File: config.mk
export PLATFORM = sky130hd
export DESIGN_NAME = ad9914_cmd_parser
export DESIGN_NICKNAME = d
export VERILOG_FILES = /design/src/rtl/ad9914_cmd_parser.sv
export SDC_FILE = /design/constraint.sdc
export NUM_CORES = 1
export LEC_CHECK = 0
export CAP_MARGIN = 20
export CORE_UTILIZATION = 55
export DETAILED_ROUTE_END_ITERATION = 8
export GPL_ROUTABILITY_DRIVEN = 0
export PLACE_DENSITY = 0.87
export SYNTH_ARGS = -nofsm -noshare
export SYNTH_HDL_FRONTEND = slang
export SYNTH_SLANG_ARGS = --single-unit
File: constraint.sdc
create_clock -name clk -period 3.5 [get_ports clk]
set_input_delay 0.525 -clock clk [delete_from_list [all_inputs] [get_ports clk]]
set_output_delay 0.525 -clock clk [all_outputs]
set_load 0.1 [all_outputs]
File: src/rtl/ad9914_cmd_parser.sv
// Framed sweep-command parser: hunts 0xAA 0x55, checks CMD/CSUM, issues params with a hold-until-busy update.
// AD9914_CMD_CHECKSUM_EN enables the CSUM compare; without it the 22nd byte is consumed but ignored.
module ad9914_cmd_parser #(
   parameter logic [31:0] TIMEOUT_CYCLES  = 32'd100000,
   parameter logic [15:0] UPDATE_HOLD_MAX = 16'd1000
) (
   input  logic        clk,
   input  logic        rst,
   input  logic        rx_valid,
   input  logic [7:0]  rx_data,
   input  logic        ctrl_busy,
   input  logic        ctrl_finish,
   output logic        update,
   output logic [31:0] lower_limit,
   output logic [31:0] upper_limit,
   output logic [31:0] positive_step,
   output logic [15:0] positive_rate,
   output logic [31:0] resweep_period,
   output logic        frame_ok,
   output logic        frame_err,
   output logic [7:0]  err_count
);
   typedef struct packed {
      logic [31:0] lower;
      logic [31:0] upper;
      logic [31:0] step;
      logic [15:0] rate;
      logic [31:0] period;
   } params_t;

   typedef enum logic [2:0] {S_HUNT0, S_HUNT1, S_CMD, S_PAYLOAD, S_CSUM} rx_state_t;
   typedef enum logic [1:0] {I_IDLE, I_WAIT, I_HOLD} is_state_t;

   rx_state_t   r_rx_state, w_rx_next;
   is_state_t   r_is_state, w_is_next;
   logic [31:0] r_gap;
   logic [4:0]  r_idx;
   params_t     r_shadow, r_pending, r_out;
   logic        r_pend_vld, r_frame_ok, r_frame_err;
   logic [15:0] r_hold;
   logic [7:0]  r_err_count;
   logic        w_timeout, w_csum_ok, w_fok, w_ferr;
   logic        w_ctrl_rdy, w_load, w_hold_to, w_hold_exp;
   logic [8:0]  w_err_sum;

   assign w_timeout = (r_rx_state != S_HUNT0) && (r_gap > TIMEOUT_CYCLES);

`ifdef AD9914_CMD_CHECKSUM_EN
   logic [7:0] r_sum;
   always_ff @(posedge clk) begin
      if (rst) begin
         r_sum <= '0;
      end else if (rx_valid && !w_timeout) begin
         if (r_rx_state == S_CMD)
            r_sum <= rx_data;
         else if (r_rx_state == S_PAYLOAD)
            r_sum <= r_sum + rx_data;
      end
   end
   assign w_csum_ok = (rx_data == r_sum);
`else
   assign w_csum_ok = 1'b1;
`endif

   always_ff @(posedge clk) begin
      if (rst) r_rx_state <= S_HUNT0;
      else     r_rx_state <= w_rx_next;
   end

   // A timeout wins over a byte arriving in the same cycle; the frame is already dead.
   always_comb begin
      w_rx_next = r_rx_state;
      w_fok     = 1'b0;
      w_ferr    = 1'b0;
      if (w_timeout) begin
         w_rx_next = S_HUNT0;
         w_ferr    = 1'b1;
      end else if (rx_valid) begin
         case (r_rx_state)
            S_HUNT0: begin
               if (rx_data == 8'hAA) w_rx_next = S_HUNT1;
            end
            S_HUNT1: begin
               if (rx_data == 8'h55)      w_rx_next = S_CMD;
               else if (rx_data != 8'hAA) w_rx_next = S_HUNT0;
            end
            S_CMD: begin
               if (rx_data == 8'h01) begin
                  w_rx_next = S_PAYLOAD;
               end else begin
                  w_rx_next = S_HUNT0;
                  w_ferr    = 1'b1;
               end
            end
            S_PAYLOAD: begin
               if (r_idx == 5'd17) w_rx_next = S_CSUM;
            end
            S_CSUM: begin
               w_rx_next = S_HUNT0;
               w_fok     = w_csum_ok;
               w_ferr    = !w_csum_ok;
            end
            default: w_rx_next = S_HUNT0;
         endcase
      end
   end

   assign w_ctrl_rdy = ctrl_finish && !ctrl_busy;
   assign w_hold_exp = ({1'b0, r_hold} + 17'd1) >= {1'b0, UPDATE_HOLD_MAX};

   always_ff @(posedge clk) begin
      if (rst) r_is_state <= I_IDLE;
      else     r_is_state <= w_is_next;
   end

   // With the controller already idle, I_IDLE loads directly so update rises two cycles after CSUM.
   always_comb begin
      w_is_next = r_is_state;
      w_load    = 1'b0;
      w_hold_to = 1'b0;
      case (r_is_state)
         I_IDLE: begin
            if (r_pend_vld) begin
               if (w_ctrl_rdy) begin
                  w_load    = 1'b1;
                  w_is_next = I_HOLD;
               end else begin
                  w_is_next = I_WAIT;
               end
            end
         end
         I_WAIT: begin
            if (w_ctrl_rdy) begin
               w_load    = 1'b1;
               w_is_next = I_HOLD;
            end
         end
         I_HOLD: begin
            if (ctrl_busy) begin
               w_is_next = I_IDLE;
            end else if (w_hold_exp) begin
               w_hold_to = 1'b1;
               w_is_next = I_IDLE;
            end
         end
         default: w_is_next = I_IDLE;
      endcase
   end

   assign w_err_sum = {1'b0, r_err_count} + {8'd0, w_ferr} + {8'd0, w_hold_to};

   always_ff @(posedge clk) begin
      if (rst) begin
         r_gap       <= '0;
         r_idx       <= '0;
         r_shadow    <= '0;
         r_pending   <= '0;
         r_pend_vld  <= 1'b0;
         r_out       <= '0;
         r_hold      <= '0;
         r_frame_ok  <= 1'b0;
         r_frame_err <= 1'b0;
         r_err_count <= '0;
      end else begin
         r_frame_ok  <= w_fok;
         r_frame_err <= w_ferr;
         if (rx_valid || w_timeout || r_rx_state == S_HUNT0)
            r_gap <= '0;
         else
            r_gap <= r_gap + 32'd1;
         if (rx_valid && !w_timeout) begin
            if (r_rx_state == S_CMD) begin
               r_idx <= '0;
            end else if (r_rx_state == S_PAYLOAD) begin
               r_idx    <= r_idx + 5'd1;
               r_shadow <= params_t'({r_shadow[135:0], rx_data});
            end
         end
         // A new frame landing on the load edge keeps the flag set: last frame wins.
         if (w_fok) begin
            r_pending  <= r_shadow;
            r_pend_vld <= 1'b1;
         end else if (w_load) begin
            r_pend_vld <= 1'b0;
         end
         if (w_load) begin
            r_out  <= r_pending;
            r_hold <= '0;
         end else if (r_is_state == I_HOLD) begin
            r_hold <= r_hold + 16'd1;
         end
         r_err_count <= (w_err_sum > 9'd255) ? 8'hFF : w_err_sum[7:0];
      end
   end

   assign update         = (r_is_state == I_HOLD);
   assign lower_limit    = r_out.lower;
   assign upper_limit    = r_out.upper;
   assign positive_step  = r_out.step;
   assign positive_rate  = r_out.rate;
   assign resweep_period = r_out.period;
   assign frame_ok       = r_frame_ok;
   assign frame_err      = r_frame_err;
   assign err_count      = r_err_count;
endmodule

# [After elaboration in Yosys (flattened, before gate mapping)]
# Cells that the tools add are included.
[totals] regBits=501 latchBits=0 mem_bits_rw=0 mem_bits_ro=0 out_inout_bits=155 word_cells=100 n_memories=0
[op_classes] addsub=6 mul=0 div_mod_pow=0 order_cmp=3 n_eq_ne=17 n_shift=0 muxes=30 n_bitwise=1 reduce_logical=19
[op_table] cell="$add 32x1->32 const B" count=1
[op_table] cell="$gt 32x17->1 const B" count=1
[op_table] cell="$add 16x1->17 const B" count=1
[op_table] cell="$ge 17x10->1 const B" count=1
[op_table] cell="$add 16x1->16 const B" count=1
[op_table] cell="$mux 1" count=14
[op_table] cell="$mux 2" count=6
[op_table] cell="$mux 3" count=4
[op_table] cell="$pmux 3 s4" count=1
[op_table] cell="$mux 5" count=2
[op_table] cell="$add 8x1->9" count=1
[op_table] cell="$add 9x1->9" count=1
[op_table] cell="$gt 9x8->1 const B" count=1
[op_table] cell="$eq 8x1->1 const B" count=1
[op_table] cell="$eq 8x7->1 const B" count=1
[op_table] cell="$eq 8x8->1 const B" count=1
[op_table] cell="$mux 8" count=1
[op_table] cell="$ne 2x2->1 const B" count=4
[op_table] cell="$ne 8x8->1 const B" count=1
[op_table] cell="$eq 3x2->1 const B" count=2
[op_table] cell="$pmux 2 s3" count=1
[op_table] cell="$reduce_and 3->1" count=2
[op_table] cell="$reduce_or 2->1" count=3
[op_table] cell="$add 5x1->5 const B" count=1
[op_table] cell="other kinds (18)" count=23

# [Logic depth before layout (Yosys ltp)]
[logic_depth] word_depth=9 mapped_depth=14 ltp_nobuf=13

# [Least setup slack after synthesis]
# No wires, ideal clock.
[synth_timing] path_type="register to register" startpoint="reg r_hold[0]" endpoint="reg r_err_count[6], in the netlist err_count[6]" setup_time_ns=0.131 arrival_time_ns=2.808 t_required_ns=3.369 setup_slack_ns=0.561 path_stages_with_launch=14 n_path_buf=1 synth_period_minus_slack_ns=2.939 cell_sequence="dfxtp_1 ha_1 buf_2 nand4_1 nor4_1 mux2i_1 or4b_1 o21ai_0 fa_1 inv_1 ha_1 and3_1 a31oi_1 nor3_1"
[synth_between] elab_chain_cells=8
[synth_lines] element="start: declaration" line="40" source="logic [15:0] r_hold;"
[synth_lines] element="start signal: assignment" line="190" source="r_hold <= r_hold + 16'd1;"
[synth_lines] element="$add 16x1->17 *" line="109" source="assign w_hold_exp = ({1'b0, r_hold} + 17'd1) >= {1'b0, UPDATE_HOLD_MAX};"
[synth_lines] element="$ge 17x10->1 *" line="109"
[synth_lines] element="$mux 1 *" line="141" source="end else if (w_hold_exp) begin"
[synth_lines] element="$mux 1 *" line="139" source="if (ctrl_busy) begin"
[synth_lines] element="$mux 1 *" line="121" source="case (r_is_state)"
[synth_lines] element="$add 9x1->9 *" line="150" source="assign w_err_sum = {1'b0, r_err_count} + {8'd0, w_ferr} + {8'd0, w_hold_to};"
[synth_lines] element="$gt 9x8->1" line="192" source="r_err_count <= (w_err_sum > 9'd255) ? 8'hFF : w_err_sum[7:0];"
[synth_lines] element="$mux 8 *" line="192"
[synth_lines] element="end signal: assignment" line="192"
[synth_lines] element="end: declaration" line="41" source="logic [7:0] r_err_count;"
# Mark *: on every way between the ends. The rest lies on a longest branch, timed or not.
# A chain may end at the register's enable or synchronous reset.

# [Final worst setup path]
[layout_timing] startpoint="reg r_hold[0]" endpoint="reg r_err_count[0], in the netlist err_count[0]"
# The elaborated chain is that of the path after synthesis.

==> results.py <==
metrics = {
    "run_status": {
        "outcome": "finished, final reports clean",
    },
    "detailed_routing": {
        "routed_wl_um": 41100,
        "wl_per_cell_um": 16.2,
        "vias": 13800,
        "drtIter0Drc": 1137,
        "met2_length_um": 20000,
        "m1WireLength_um": 18000,
        "ant_nets": 0,
        "drc": 0,
        "wl_met3_um": 2210,
        "vias_per_cell": 5.45,
        "dr.pass1.iters": 5,
        "top_layer_used": "met5",
    },
    "finish": {
        "final_util": 0.670,
        "mostFrequentLayoutCells": "nand2_1, dfxtp_1, mux2i_1",
        "syn2layout_area_growth_pct": 19.0,
        "layout_commonest_cell": "nand2_1",
        "n_fill_cell": 2341,
        "fin_nets": 2076,
        "drive_gt1_frac": 0.0573,
        "final_cells": 2536,
    },
    "power": {
        "cellLeakagePower_nw": 7.19,
        "report.power.total_mw": 11.3,
        "ir_drop_mv": 0.396,
        "p_per_area_nw_per_um2": 515,
    },
    "logic_synthesis": {
        "synthArstFlopShare": 0,
        "synth_ff_type": "dfxtp_1",
        "synth_area_um2": 18500,
        "synth-edff-count": 0,
        "synthCells": 1939,
        "post_synth_num_cell_types": 65,
        "avgSynthCellArea_um2": 9.52,
        "synth_seq_cells": 501,
        "ys_warn_count": 0,
        "synth_seq_area_share": 0.543,
    },
    "floorplanning": {
        "ios": 168,
        "rows": 66,
        "start_util": 0.563,
        "fp.dieH_um": 185,
        "die-area_um2": 34300,
        "core-area_um2": 32800,
        "die_x_um": 185,
    },
    "critical_path": {
        "cp-end-kind": "flip-flop",
        "critPathKind": "reg2reg",
        "cp_max_fo": 10,
        "critPathArrivalTime_ps": 3710,
        "setup.worst_path.start_class": "flip-flop",
        "worstPathRequired_ps": 3900,
    },
    "grt": {
        "grt_max_degree": 138,
        "grt_usage": 0.239,
        "grt_pass1_vias": 13600,
        "overflow": 0,
        "grt_pass1_wl_um": 66800,
        "antenna_found_initial": 2,
    },
    "timing": {
        "tightest_slew_ps": 1040,
        "fmax_mhz": 302,
        "setup_violations": 0,
        "max_slew_margin": 0.304,
        "finalHoldViolations": 0,
        "period_share": 0.946,
        "skew_ps": 14.9,
        "slew_viol_final": 0,
        "min_period_ps": 3310,
    },
    "clock_tree": {
        "clock-root-buffer": "clkbuf_16",
        "clkTransAtPathRegs_ps": 60,
        "cts_buffers": 49,
        "clockBufferDepth": 3,
        "insertion_delay_ps": 560,
        "h-tree-depth": 2,
        "cts.sinks": 501,
        "cts_tree": "yes",
    },
    "placement": {
        "placement.io_buffers": 167,
        "placed_cells": 2447,
        "dp_hpwl_um": 25800,
    },
    "job": {
        "max_cap_viol_count": 0,
    },
    "worst_hold_path": {
        "hold_path.class": "reg2reg",
    },
}
==> path summary, 6_finish.rpt <==
kind,slack (ps),endpoint,startpoint,cells after the start
worst max-delay path,190,err_count[0],r_hold[0],13
worst min-delay path,450,upper_limit[8],r_pending[88],2
worst max register to register,190,err_count[0],r_hold[0],13
worst min register to register,450,upper_limit[8],r_pending[88],2
==> logic make-up (layout without fill, tap and decap cells) <==
logic type | after synthesis | count (layout) | synth area share
other | 1 | 16 | 0.000203
AOI/OAI and AO/OA | 193 | 193 | 0.0600
DFF | 501 | 501 | 0.543
adders and majority gates | 7 | 7 | 0.00515
xor gates and xnor gates | 32 | 32 | 0.0152
and+or+nand+nor | 764 | 764 | 0.170
buffers and inverters | 148 | 288 | 0.0475
muxes | 293 | 293 | 0.159
==> synthesized netlist by cell type, types with 14 or more instances <==
cell type / n / area share
nand2_1: 619 / 0.13
dfxtp_1: 501 / 0.54
mux2i_1: 293 / 0.16
a21oi_1: 154 / 0.042
clkbuf_1: 89 / 0.018
nor2_1: 33 / 0.0067
nor3_1: 30 / 0.0081
nand3_1: 21 / 0.0057
xnor2_1: 16 / 0.0076
xor2_1: 16 / 0.0076
inv_1: 15 / 0.0030
buf_4: 14 / 0.0057
==> cell type report <==
cell class | count | area [um2] | share of cell area
sequential | 501 | 10000 | 0.457
antenna | 1 | 2.50 | 0.000114
inverter | 15 | 63.8 | 0.00290
clock inverter | 21 | 290 | 0.0132
tap | 442 | 553 | 0.0252
timing repair buffer | 185 | 1940 | 0.0883
clock buffer | 67 | 1430 | 0.0649
multi-input combinational | 1304 | 7670 | 0.349
==> through the flow <==
stage | setup WS [ps] | hold slack [ps] | cell area [um2] | setup TNS [ps]
2_1_floorplan | 561 | 432 | 18500 | 0
3_5_place_dp | 78.0 | 445 | 20200 | 0
3_3_place_gp | 282 | 438 | 20200 | 0
6_report | 189 | 450 | 22000 | 0
4_1_cts | 38.5 | 445 | 21900 | 0
5_1_grt | -51.4 | 464 | 22000 | -235
==> flip-flops by register name, summed over array words and instances, names as in the netlist <==
register        count
err_count           8
frame_err           1
frame_ok            1
lower_limit        32
positive_rate      16
positive_step      32
r_gap              32
r_hold             16
r_idx               5
r_is_state          2
r_pend_vld          1
r_pending         144
r_rx_state          3
r_shadow          144
resweep_period     32
upper_limit        32
==> power by group <==
part           total (mW)  switching, mW  internal (mW)
sequential           5.71        0.00231           5.71
combinational       0.129          0.105         0.0234
clock                5.47           2.17           3.30
total                11.3           2.27           9.03
==> critical path, stage by stage, from the launching register on <==
cell and delay, ps:
dfxtp_1 510, ha_4 250, nand3_1 190, nor4_2 280
mux2i_1 110, or4b_1 530, o21ai_0 260, fa_1 230
inv_1 80, ha_1 240, nand3_1 140, nor2_1 60
nand2_1 180, a21oi_1 110
==> per-layer routing <==
metal,global-route usage,vias up
met2,0.405,377
met1,0.305,6677
met3,0.0478,70
met4,0.0760,2
li1,-,6693
met5,0,-
==> repair_timing <==
| item | in CTS | in global routing |
|---|---|---|
| setup endpoints to repair | 0 | 8 |
| buffers inserted | 0 | 0 |
| hold buffers | 0 | 0 |
| resized for setup | 0 | 7 |
Power figures use the tool's default switching activity.
